[src/rtl/usm_rd_credit_limiter_pkg.sv]
// usm_rd_credit_limiter_pkg: shared limits and per-channel FSM state type
package usm_rd_credit_limiter_pkg;
   localparam int USM_CCB_RESPONSE_FIFO_DEPTH = 256;
   localparam int USM_RD_LIMIT_MAX = USM_CCB_RESPONSE_FIFO_DEPTH;
   localparam int USM_NUM_CHANNELS = 2;
   localparam int USM_BURSTCOUNT_W = 5;
   typedef enum logic [1:0] {URC_RUN, URC_DRAIN, URC_DRAINED} usm_rd_credit_state_t;
endpackage

[src/rtl/usm_rd_credit_limiter_if.sv]
// usm_rd_credit_limiter_if: command handshake and response valid for all channels
interface usm_rd_credit_limiter_if
   import usm_rd_credit_limiter_pkg::*;
#(
   parameter int NC = USM_NUM_CHANNELS,
   parameter int BW = USM_BURSTCOUNT_W
);
   logic [NC-1:0]    s_read, s_write, s_waitrequest, s_readdatavalid;
   logic [NC-1:0]    m_read, m_write, m_waitrequest, m_readdatavalid;
   logic [NC*BW-1:0] s_burstcount;
   modport master (
      output s_read, s_write, s_burstcount, m_waitrequest, m_readdatavalid,
      input  s_waitrequest, s_readdatavalid, m_read, m_write
   );
   modport slave (
      input  s_read, s_write, s_burstcount, m_waitrequest, m_readdatavalid,
      output s_waitrequest, s_readdatavalid, m_read, m_write
   );
endinterface

[src/rtl/usm_rd_credit_limiter_chan.sv]
// usm_rd_credit_limiter_chan: one channel's read credit counter, gating, drain FSM and stats
module usm_rd_credit_limiter_chan
   import usm_rd_credit_limiter_pkg::*;
#(
   parameter int BW    = USM_BURSTCOUNT_W,
   parameter int MAX   = USM_RD_LIMIT_MAX,
   parameter int CNT_W = $clog2(MAX + 1)
) (
   input  logic             clk,
   input  logic             reset_n,
   input  logic             s_read_i,
   input  logic             s_write_i,
   input  logic [BW-1:0]    burstcount_i,
   input  logic             m_waitrequest_i,
   input  logic             m_readdatavalid_i,
   output logic             s_waitrequest_o,
   output logic             m_read_o,
   output logic             m_write_o,
   input  logic [CNT_W-1:0] cfg_limit_i,
   input  logic             drain_req_i,
   output logic             drained_o,
   output logic [CNT_W-1:0] outstanding_o,
   output logic [CNT_W-1:0] peak_o,
   output logic [31:0]      stall_cycles_o,
   output logic             underflow_err_o
);
   localparam logic [CNT_W-1:0] MAX_C = CNT_W'(MAX);
   usm_rd_credit_state_t state_q, state_d;
   logic [CNT_W-1:0] limit_q, limit_d, out_q, out_d, peak_q;
   logic [CNT_W:0]   sum, out_nxt;
   logic [31:0]      stall_q;
   logic             uf_q, credit_blk, blk_rd, blk_wr, rd_acc, dec;
   always_comb begin
      limit_d = (cfg_limit_i == '0 || cfg_limit_i > MAX_C) ? MAX_C : cfg_limit_i;
      // an empty channel always admits one burst so an oversize burst cannot deadlock
      sum = {1'b0, out_q} + (CNT_W+1)'(burstcount_i);
      credit_blk = (sum > {1'b0, limit_q}) && (out_q != '0);
      blk_wr = state_q != URC_RUN;
      blk_rd = credit_blk || blk_wr;
      m_read_o = s_read_i & ~blk_rd;
      m_write_o = s_write_i & ~blk_wr;
      s_waitrequest_o = m_waitrequest_i | (s_read_i & blk_rd) | (s_write_i & blk_wr);
      rd_acc = m_read_o & ~m_waitrequest_i;
      dec = m_readdatavalid_i && out_q != '0;
      out_nxt = {1'b0, out_q} + (rd_acc ? (CNT_W+1)'(burstcount_i) : '0) - (CNT_W+1)'(dec);
      out_d = out_nxt[CNT_W-1:0];
      state_d = state_q;
      state_d = !drain_req_i ? URC_RUN :
                state_q == URC_RUN ? URC_DRAIN :
                (state_q == URC_DRAIN && out_q == '0) ? URC_DRAINED : state_q;
   end
   always_ff @(posedge clk or negedge reset_n) begin
      if (!reset_n) begin
         state_q <= URC_RUN;
         limit_q <= MAX_C;
         out_q   <= '0;
         peak_q  <= '0;
         stall_q <= '0;
         uf_q    <= 1'b0;
      end else begin
         state_q <= state_d;
         limit_q <= limit_d;
         out_q   <= out_d;
         if (out_d > peak_q) peak_q <= out_d;
         if (s_read_i && credit_blk && stall_q != '1) stall_q <= stall_q + 32'd1;
         if (m_readdatavalid_i && out_q == '0) uf_q <= 1'b1;
      end
   end
   assign drained_o       = state_q == URC_DRAINED;
   assign outstanding_o   = out_q;
   assign peak_o          = peak_q;
   assign stall_cycles_o  = stall_q;
   assign underflow_err_o = uf_q;
endmodule

[src/rtl/usm_rd_credit_limiter.sv]
// usm_rd_credit_limiter: per-channel outstanding-read credit limiter for USM masters
module usm_rd_credit_limiter
   import usm_rd_credit_limiter_pkg::*;
#(
   parameter int NUM_CHANNELS     = USM_NUM_CHANNELS,
   parameter int BURSTCOUNT_WIDTH = USM_BURSTCOUNT_W,
   parameter int MAX_OUTSTANDING  = USM_RD_LIMIT_MAX,
   localparam int CNT_W           = $clog2(MAX_OUTSTANDING + 1)
) (
   input  logic                          clk,
   input  logic                          reset_n,
   usm_rd_credit_limiter_if.slave        bus,
   input  logic [NUM_CHANNELS*CNT_W-1:0] cfg_limit_i,
   input  logic [NUM_CHANNELS-1:0]       drain_req_i,
   output logic [NUM_CHANNELS-1:0]       drained_o,
   output logic [NUM_CHANNELS*CNT_W-1:0] outstanding_o,
   output logic [NUM_CHANNELS*CNT_W-1:0] peak_outstanding_o,
   output logic [NUM_CHANNELS*32-1:0]    stall_cycles_o,
   output logic [NUM_CHANNELS-1:0]       underflow_err_o
);
   assign bus.s_readdatavalid = bus.m_readdatavalid;
   for (genvar i = 0; i < NUM_CHANNELS; i++) begin : g_ch
      usm_rd_credit_limiter_chan #(
         .BW(BURSTCOUNT_WIDTH), .MAX(MAX_OUTSTANDING), .CNT_W(CNT_W)
      ) u_chan (
         .clk               (clk),
         .reset_n           (reset_n),
         .s_read_i          (bus.s_read[i]),
         .s_write_i         (bus.s_write[i]),
         .burstcount_i      (bus.s_burstcount[i*BURSTCOUNT_WIDTH +: BURSTCOUNT_WIDTH]),
         .m_waitrequest_i   (bus.m_waitrequest[i]),
         .m_readdatavalid_i (bus.m_readdatavalid[i]),
         .s_waitrequest_o   (bus.s_waitrequest[i]),
         .m_read_o          (bus.m_read[i]),
         .m_write_o         (bus.m_write[i]),
         .cfg_limit_i       (cfg_limit_i[i*CNT_W +: CNT_W]),
         .drain_req_i       (drain_req_i[i]),
         .drained_o         (drained_o[i]),
         .outstanding_o     (outstanding_o[i*CNT_W +: CNT_W]),
         .peak_o            (peak_outstanding_o[i*CNT_W +: CNT_W]),
         .stall_cycles_o    (stall_cycles_o[i*32 +: 32]),
         .underflow_err_o   (underflow_err_o[i])
      );
   end
endmodule
[src/flat_wrapper.sv]
// flat-port wrapper written by rule: the top's interface ports become plain ports
module usm_rd_credit_limiter_flat import usm_rd_credit_limiter_pkg::*;
#(
   parameter int NUM_CHANNELS     = USM_NUM_CHANNELS,
   parameter int BURSTCOUNT_WIDTH = USM_BURSTCOUNT_W,
   parameter int MAX_OUTSTANDING  = USM_RD_LIMIT_MAX,
   localparam int CNT_W           = $clog2(MAX_OUTSTANDING + 1)
)
  (clk, reset_n, cfg_limit_i, drain_req_i, drained_o, outstanding_o, peak_outstanding_o, stall_cycles_o, underflow_err_o, bus_s_read, bus_s_write, bus_s_burstcount, bus_m_waitrequest, bus_m_readdatavalid, bus_s_waitrequest, bus_s_readdatavalid, bus_m_read, bus_m_write);
  usm_rd_credit_limiter_if bus_i ();
  input  logic clk;
  input  logic reset_n;
  input  logic [NUM_CHANNELS*CNT_W-1:0] cfg_limit_i;
  input  logic [NUM_CHANNELS-1:0] drain_req_i;
  output logic [NUM_CHANNELS-1:0] drained_o;
  output logic [NUM_CHANNELS*CNT_W-1:0] outstanding_o;
  output logic [NUM_CHANNELS*CNT_W-1:0] peak_outstanding_o;
  output logic [NUM_CHANNELS*32-1:0] stall_cycles_o;
  output logic [NUM_CHANNELS-1:0] underflow_err_o;
  input wire logic [$bits(bus_i.s_read)-1:0] bus_s_read;
  input wire logic [$bits(bus_i.s_write)-1:0] bus_s_write;
  input wire logic [$bits(bus_i.s_burstcount)-1:0] bus_s_burstcount;
  input wire logic [$bits(bus_i.m_waitrequest)-1:0] bus_m_waitrequest;
  input wire logic [$bits(bus_i.m_readdatavalid)-1:0] bus_m_readdatavalid;
  output wire logic [$bits(bus_i.s_waitrequest)-1:0] bus_s_waitrequest;
  output wire logic [$bits(bus_i.s_readdatavalid)-1:0] bus_s_readdatavalid;
  output wire logic [$bits(bus_i.m_read)-1:0] bus_m_read;
  output wire logic [$bits(bus_i.m_write)-1:0] bus_m_write;
  assign bus_i.s_read = bus_s_read;
  assign bus_i.s_write = bus_s_write;
  assign bus_i.s_burstcount = bus_s_burstcount;
  assign bus_i.m_waitrequest = bus_m_waitrequest;
  assign bus_i.m_readdatavalid = bus_m_readdatavalid;
  assign bus_s_waitrequest = bus_i.s_waitrequest;
  assign bus_s_readdatavalid = bus_i.s_readdatavalid;
  assign bus_m_read = bus_i.m_read;
  assign bus_m_write = bus_i.m_write;
  usm_rd_credit_limiter #(.NUM_CHANNELS(NUM_CHANNELS), .BURSTCOUNT_WIDTH(BURSTCOUNT_WIDTH), .MAX_OUTSTANDING(MAX_OUTSTANDING)) u_core (.clk(clk), .reset_n(reset_n), .bus(bus_i), .cfg_limit_i(cfg_limit_i), .drain_req_i(drain_req_i), .drained_o(drained_o), .outstanding_o(outstanding_o), .peak_outstanding_o(peak_outstanding_o), .stall_cycles_o(stall_cycles_o), .underflow_err_o(underflow_err_o));
endmodule
[config.mk]
export PLATFORM = sky130hd
export DESIGN_NAME = usm_rd_credit_limiter_flat
export DESIGN_NICKNAME = d
export VERILOG_FILES = /design/src/rtl/usm_rd_credit_limiter_pkg.sv /design/src/rtl/usm_rd_credit_limiter_if.sv /design/src/rtl/usm_rd_credit_limiter_chan.sv /design/src/rtl/usm_rd_credit_limiter.sv /design/src/flat_wrapper.sv
export SDC_FILE = /design/constraint.sdc
export NUM_CORES = 1
export LEC_CHECK = 0
export CELL_PAD_IN_SITES_DETAIL_PLACEMENT = 1
export CELL_PAD_IN_SITES_GLOBAL_PLACEMENT = 2
export CORE_ASPECT_RATIO = 1.5
export CORE_MARGIN = 10
export CORE_UTILIZATION = 33
export CTS_CLUSTER_SIZE = 12
export DETAILED_ROUTE_END_ITERATION = 8
export PLACE_DENSITY = 0.9
export SKIP_CTS_REPAIR_TIMING = 1
export SYNTH_ARGS = -nofsm -noshare
export SYNTH_HDL_FRONTEND = slang
export SYNTH_HIERARCHICAL = 1
export SYNTH_SLANG_ARGS = --single-unit
[constraint.sdc]
create_clock -name clk -period 8.79 [get_ports clk]
set_input_delay 0.879 -clock clk [delete_from_list [all_inputs] [get_ports clk]]
set_output_delay 0.879 -clock clk [all_outputs]
set_load 0.1 [all_outputs]
### Yosys cells after proc, flatten, opt, wreduce, memory -nomap -nowiden

Index checks and enable logic that the tools add are counted.
Widths: inputs -> output; s select.

| storage, ports and cells | value |
|---|---|
| output and inout port bits | 112 |
| input bits | 40 |
| register bits | 124 |
| logic and storage cells | 90 |

| operators by class | value |
|---|---|
| multiplexer cells | 10 |
| add/subtract/negate cells | 8 |
| order comparisons | 6 |
| reduce and logical (&&, ||, !) cells | 26 |
| bitwise gates (word level) | 20 |
| eq/ne operators | 8 |

Operator list:

| operator | number |
|---|---|
| $add 32x1->32 const B | 2 |
| $ne 32x32->1 const B | 2 |
| $logic_not 9->1 | 4 |
| $add 9x5->10 | 2 |
| $gt 10x9->1 | 2 |
| $add 9x5->9 | 2 |
| $gt 9x9->1 | 2 |
| $gt 9x9->1 const B | 2 |
| $mux 9 | 2 |
| $reduce_bool 9->1 | 2 |
| $sub 9x1->9 | 2 |
| $logic_and 1x1->1 | 12 |
| $mux 2 | 6 |
| $and 1x1->1 | 10 |
| $mux 5 | 2 |
| $ne 3x1->1 const B | 2 |
| $not 1->1 | 6 |
| $eq 2x1->1 const B | 2 |
| $eq 2x2->1 const B | 2 |
| $logic_not 2->1 | 2 |
| $logic_or 1x1->1 | 4 |
| $or 1x1->1 | 4 |
| $reduce_bool 2->1 | 2 |

### Depth between registers and ports, before layout

| depth | value |
|---|---|
| word-level depth | 11 |
| mapped depth | 31 |
| mapped depth without buffers | 30 |

### Cells and area by module

The synthesis kept the hierarchy.

Modules (own cells, without submodules):

| module | sequential area each (µm²) | instances | cells an instance | area an instance (µm²) |
|---|---|---|---|---|
| usm_rd_credit_limiter_chan (u_core.g_ch[1].u_chan) | 1552.7 | 1 | 391 | 4036.4 |
| usm_rd_credit_limiter_chan (u_core.g_ch[0].u_chan) | 1552.7 | 1 | 403 | 3961.3 |
| usm_rd_credit_limiter | 0.0 | 1 | 2 | 15.0 |

### Least setup slack after synthesis

No wires, ideal clock.

| timing | value |
|---|---|
| path type | register to register |
| start | register u_core.g_ch[1].u_chan.out_q[0] |
| end | register u_core.g_ch[1].u_chan.peak_q[0] |
| period minus slack after synthesis | 6.787 ns |
| setup slack | 2.003 ns |
| required time | 8.664 ns |
| library setup time | 0.126 ns |
| stages on the path, launching flop included | 32 |
| path buffers | 1 |
| arrival time | 6.661 ns |
| path through | dfrtp_1 ha_1 fa_1 a21o_1 a21oi_1 nor2b_1 o21ai_0 xnor2_1 ha_1 o211a_1 a211oi_1 a211oi_4 a2bb2oi_4 buf_6 and4b_4 nand2_1 ha_1 inv_1 ha_1 inv_1 fa_1 nor2b_1 o2111ai_1 nand3_1 o41ai_1 xor2_1 ha_1 nand2_1 a21oi_1 o21ai_0 a21oi_2 mux2_2 |

| between the ends | value |
|---|---|
| word-level cells in the longest chain between the ends | 11 |
| elaborated cells on any way between the ends | 13 |
| classes of those cells | 3 x add/sub; 2 x order compare; 1 x mux; 3 x bitwise; 4 x reduce/logical |

RTL lines:

| what | RTL line | RTL |
|---|---|---|
| from (decl) | usm_rd_credit_limiter_chan.sv:29 | `logic [CNT_W-1:0] limit_q, limit_d, out_q, out_d, peak_q;` |
| from (signal assigned) | usm_rd_credit_limiter_chan.sv:63 | `out_q <= out_d;` |
| $add 9x5->10 | usm_rd_credit_limiter_chan.sv:36 | `sum = {1'b0, out_q} + (CNT_W+1)'(burstcount_i);` |
| $gt 10x9->1 | usm_rd_credit_limiter_chan.sv:37 | `credit_blk = (sum > {1'b0, limit_q}) && (out_q != '0);` |
| $logic_and 1x1->1 | usm_rd_credit_limiter_chan.sv:37 |  |
| $logic_or 1x1->1 | usm_rd_credit_limiter_chan.sv:39 | `blk_rd = credit_blk \|\| blk_wr;` |
| $not 1->1 | usm_rd_credit_limiter_chan.sv:40 | `m_read_o = s_read_i & ~blk_rd;` |
| $and 1x1->1 | usm_rd_credit_limiter_chan.sv:40 |  |
| $and 1x1->1 | usm_rd_credit_limiter_chan.sv:43 | `rd_acc = m_read_o & ~m_waitrequest_i;` |
| $mux 5 | usm_rd_credit_limiter_chan.sv:45 | `out_nxt = {1'b0, out_q} + (rd_acc ? (CNT_W+1)'(burstcount_i) : '0) - (CNT_W+1)'(dec);` |
| $add 9x5->9 | usm_rd_credit_limiter_chan.sv:45 |  |
| $sub 9x1->9 * | usm_rd_credit_limiter_chan.sv:45 |  |
| via u_core.g_ch[1].u_chan.out_nxt[8] | usm_rd_credit_limiter_chan.sv:30 | `logic [CNT_W:0] sum, out_nxt;` |
| $gt 9x9->1 * | usm_rd_credit_limiter_chan.sv:64 | `if (out_d > peak_q) peak_q <= out_d;` |
| to (signal assigned) | usm_rd_credit_limiter_chan.sv:64 |  |
| to (decl) | usm_rd_credit_limiter_chan.sv:29 |  |

The timed path passes the listed nets; every way through them passes the cells marked *.
A chain may end at the register's enable or synchronous reset.

### Worst setup path in the final report

| timing | value |
|---|---|
| start | input port bus_s_burstcount[0] |
| end | register u_core.g_ch[0].u_chan.peak_q[0] |

| between the ends | value |
|---|---|
| word-level cells in the longest chain between the ends | 11 |

RTL lines:

| what | RTL line | RTL |
|---|---|---|
| from (decl) | flat_wrapper.sv:22 | `input wire logic [$bits(bus_i.s_burstcount)-1:0] bus_s_burstcount;` |
| $add 9x5->10 | usm_rd_credit_limiter_chan.sv:36 |  |
| $gt 10x9->1 | usm_rd_credit_limiter_chan.sv:37 |  |
| $logic_and 1x1->1 | usm_rd_credit_limiter_chan.sv:37 |  |
| $logic_or 1x1->1 | usm_rd_credit_limiter_chan.sv:39 |  |
| $not 1->1 | usm_rd_credit_limiter_chan.sv:40 |  |
| $and 1x1->1 | usm_rd_credit_limiter_chan.sv:40 |  |
| $and 1x1->1 | usm_rd_credit_limiter_chan.sv:43 |  |
| $mux 5 * | usm_rd_credit_limiter_chan.sv:45 |  |
| $add 9x5->9 * | usm_rd_credit_limiter_chan.sv:45 |  |
| $sub 9x1->9 * | usm_rd_credit_limiter_chan.sv:45 |  |
| via u_core.g_ch[0].u_chan.out_nxt[6] | usm_rd_credit_limiter_chan.sv:30 |  |
| $gt 9x9->1 * | usm_rd_credit_limiter_chan.sv:64 |  |
| to (signal assigned) | usm_rd_credit_limiter_chan.sv:64 |  |
| to (decl) | usm_rd_credit_limiter_chan.sv:29 |  |

Marks and branches as above.

==> impl_summary.txt <==
----------------------------------------------------
[Outcome]
  Run status ... finished clean

[Timing]
  Post-route fraction of the period consumed by the critical path ... 87.0%
  Final critical delay including setup and external delays ... 7.65 ns
  Achievable frequency ... 131 MHz
  Setup skew after layout ... 0.0110 ns
  # setup viols final ... 0
  Rel. slew slack ... 28.7%
  Total Negative Setup Slacks ... 0 ns
  Max-slew violations ... 0
  Actual transition at the worst max-transition pin ... 1.07 ns
  RSZ-0062 raised after global routing ... false
  Final Hold Vio Count ... 0

[Worst setup path]
  Crit-path most repeated cell ... sky130_fd_sc_hd__ha_1
  Critical path fanouts, max ... 9
  Slowest Stage Delay on Critical Path ... 0.75 ns
  Number of cells traversed by the worst register-to-register path ... 30
  Critical-path top delay cell ... sky130_fd_sc_hd__nor4_1
  Internal reg-to-reg setup slack ... 1.57 ns
  Worst r2r src ... u_core/g_ch[0].u_chan/outstanding_o[0]
  Startpoint type of the worst setup path ... input pin
  Critical setup path kind ... input pin to flip-flop
  Sort of element at the end of the critical path ... flip-flop
  Worst path required time ... 9.10 ns
  Arrival time at the worst endpoint ... 7.96 ns
  Reg2reg end ... u_core/g_ch[0].u_chan/peak_o[0]

[Die]
  Overall die height ... 211 µm
  Floorplan die width ... 147 µm
  Count of pins on the block boundary ... 152
  Total Die Area ... 0.0310 mm²
  Starting density of the core ... 33.6%
  Total core area ... 0.0238 mm²
  Count of standard-cell rows ... 69

[Yosys]
  Largest area contributor in the netlist ... sky130_fd_sc_hd__dfrtp_1
  Area of the mapped netlist ... 0.00801 mm²
  Average cell area after synthesis ... 10.1 µm²
  Nets in the synthesized netlist ... 924
  Gate count after technology mapping ... 796
  Number of distinct library cells after synthesis ... 69
  Leading register cell type out of synthesis ... sky130_fd_sc_hd__dfrtp_1
  Post-synthesis register bit count ... 124
  Number of synthesized flops with an enable pin ... 0
  Synth area leaders ... sky130_fd_sc_hd__dfrtp_1 (38%), sky130_fd_sc_hd__ha_1 (13%), sky130_fd_sc_hd__xor2_1 (6.4%)
  Async set-reset flop share out of synthesis ... 100%
  Post-synth top area share ... 38.1%
  Number of warnings reported in the yosys synthesis log ... 6
  Sequential fraction of the synthesis area ... 38.8%
  Top cells by instance count after synthesis ... sky130_fd_sc_hd__dfrtp_1 (122), sky130_fd_sc_hd__inv_1 (88), sky130_fd_sc_hd__ha_1 (84), sky130_fd_sc_hd__xor2_1 (59), sky130_fd_sc_hd__nand2_1 (46)
  Most common cell in the synthesized netlist ... sky130_fd_sc_hd__dfrtp_1

[Route]
  Iteration count of the initial detailed-routing pass ... 6
  Wire length after detailed routing ... 23600 µm
  Post-DR wirelength/cell ... 18.4 µm
  Count of unresolved DRC violations after routing ... 0
  Vias per inst ... 5.02
  Number of DRC markers in iteration 0 ... 225
  Total number of vias ... 6461
  Post-route antenna net violation count ... 0

[Final layout]
  Utilization after layout ... 43.8%
  Fin nets ... 1082
  Area delta synth->final ... 30.1%
  Share of post-route cells with drive strength above 1 ... 10.2%
  Number of antenna diodes ... 0
  Non-Filler Cell Area, Final ... 0.0104 mm²

[Global routing]
  Grt ovf ... 0
  Antenna violations before repair ... 0
  Global-route wire length before repair ... 38300 µm
  Pin count of the biggest net entering global routing ... 68
  Vias in the first global route ... 7212
  All-Layer GR Usage ... 15.3%

[Clocking]
  H-tree Lvls ... 4
  TritonCTS Sinks ... 124
  Number of buffers inserted during clock tree synthesis ... 17
  Clock insertion delay at the later pin of the skew report ... 0.43 ns
  Clock slew seen by the registers of the worst setup and hold paths ... 0.06 ns
  Clock tree from TritonCTS ... built
  Root cell of the clock tree ... sky130_fd_sc_hd__clkbuf_16
  Maximum buffer depth of the clock tree ... 2

[Min path]
  Class of the worst hold path ... flip-flop to flip-flop
  Startpoint of the tightest hold check path ... u_core/g_ch[1].u_chan/underflow_err_o
  Worst hold path endpoint ... u_core/g_ch[1].u_chan/underflow_err_o
  Number of cells on the worst hold path ... 1

[Run]
  Max cap viols ... 0

[Placement]
  Last weighted congestion value of the routability-driven placer ... 0.757
  Number of input and output port buffers inserted ... 151
  Total placed instance area ... 0.00983 mm²
  Sum of net half-perimeters after detailed placement ... 18100 µm

----------------------------------------------------
[kinds of logic after synthesis]
kind of cell               synth area share (%)
adders and majority gates                  14.1
xor gates and xnor gates                   9.71
muxes                                      2.83
AOI/OAI and AO/OA                          7.89
and+or+nand+nor                            20.9
buffers and inverters                      5.76
DFF                                        38.8
[worst max-delay path by stage]
stage / start / endpoint / slack, ns
after floorplan: u_core/g_ch[1].u_chan/outstanding_o[0] / u_core/g_ch[1].u_chan/peak_o[0] / 2.00
after global placement: bus_s_burstcount[0] / u_core/g_ch[0].u_chan/peak_o[2] / 0.90
after detailed placement: bus_s_burstcount[0] / u_core/g_ch[0].u_chan/peak_o[8] / 0.62
after CTS: bus_s_burstcount[0] / u_core/g_ch[0].u_chan/peak_o[0] / 1.06
after global routing: bus_s_burstcount[0] / u_core/g_ch[0].u_chan/peak_o[0] / 0.52
final: bus_s_burstcount[0] / u_core/g_ch[0].u_chan/peak_o[0] / 1.14
[routing by layer]
layer	GRT usage [%]	wire length, µm
met4	5.17	335
met1	15.7	9170
met2	29.1	12900
met3	4.33	1180
met5	0	0
[sequential cells by signal (all words and copies together) (netlist names)]
register	count
u_core/g_ch.u_chan/state_q	4
u_core/g_ch.u_chan/underflow_err_o	2
u_core/g_ch.u_chan/outstanding_o	18
u_core/g_ch.u_chan/limit_q	18
u_core/g_ch.u_chan/stall_cycles_o	64
u_core/g_ch.u_chan/peak_o	18
[cell usage in the layout (no fill, tap or decap), types with 6 or more instances in the layout]
master | Yosys | routed
sky130_fd_sc_hd__a211oi_1 | 6 | 6
sky130_fd_sc_hd__a21o_1 | 6 | 6
sky130_fd_sc_hd__a21oi_1 | 22 | 22
sky130_fd_sc_hd__and3_1 | 10 | 10
sky130_fd_sc_hd__and4_1 | 6 | 6
sky130_fd_sc_hd__buf_4 | 5 | 6
sky130_fd_sc_hd__clkbuf_16 | 0 | 17
sky130_fd_sc_hd__clkdlybuf4s50_1 | 0 | 150
sky130_fd_sc_hd__dfrtp_1 | 122 | 122
sky130_fd_sc_hd__ha_1 | 84 | 84
sky130_fd_sc_hd__inv_1 | 88 | 88
sky130_fd_sc_hd__mux2_2 | 17 | 17
sky130_fd_sc_hd__nand2_1 | 46 | 46
sky130_fd_sc_hd__nand3_1 | 36 | 36
sky130_fd_sc_hd__nand4_1 | 25 | 25
sky130_fd_sc_hd__nor2_1 | 43 | 43
sky130_fd_sc_hd__nor2b_1 | 27 | 27
sky130_fd_sc_hd__nor3_1 | 22 | 22
sky130_fd_sc_hd__nor4_1 | 19 | 19
sky130_fd_sc_hd__nor4_2 | 11 | 11
sky130_fd_sc_hd__o21a_1 | 7 | 7
sky130_fd_sc_hd__o21ai_0 | 13 | 13
sky130_fd_sc_hd__xnor2_1 | 28 | 28
sky130_fd_sc_hd__xor2_1 | 59 | 59
[stage by stage]
| stage | cells | hold WS [ns] | worst slack (ns) |
|---|---|---|---|
| after global routing | 1286 | 0.485 | 0.524 |
| after global placement | 1254 | 0.441 | 0.902 |
| after detailed placement | 1254 | 0.448 | 0.617 |
| after CTS | 1286 | 0.462 | 1.06 |
| after floorplan | 796 | 0.494 | 2.00 |
| final | 1286 | 0.459 | 1.14 |
[cell type report]
cell class / count / area, µm²
well taps: 319 / 399
flip-flops and latches: 124 / 3110
inverters: 90 / 338
clock inverters: 12 / 146
multi-input cells: 565 / 4450
clock buffers: 20 / 447
fillers: 2698 / 13400
repair buffers: 156 / 1550
[critical path, delay by kind of cell]
family | cells | cell delay (ns)
xor+xnor | 2 | 0.31
mux | 1 | 0.40
simple gates | 7 | 1.39
compound gates | 11 | 2.25
fa+ha+maj | 7 | 2.14
buf+inv | 3 | 0.56
Power is left out: the tool's default activity adds up to more than one toggle a clock period on the data nets, which glitch-free logic cannot reach.
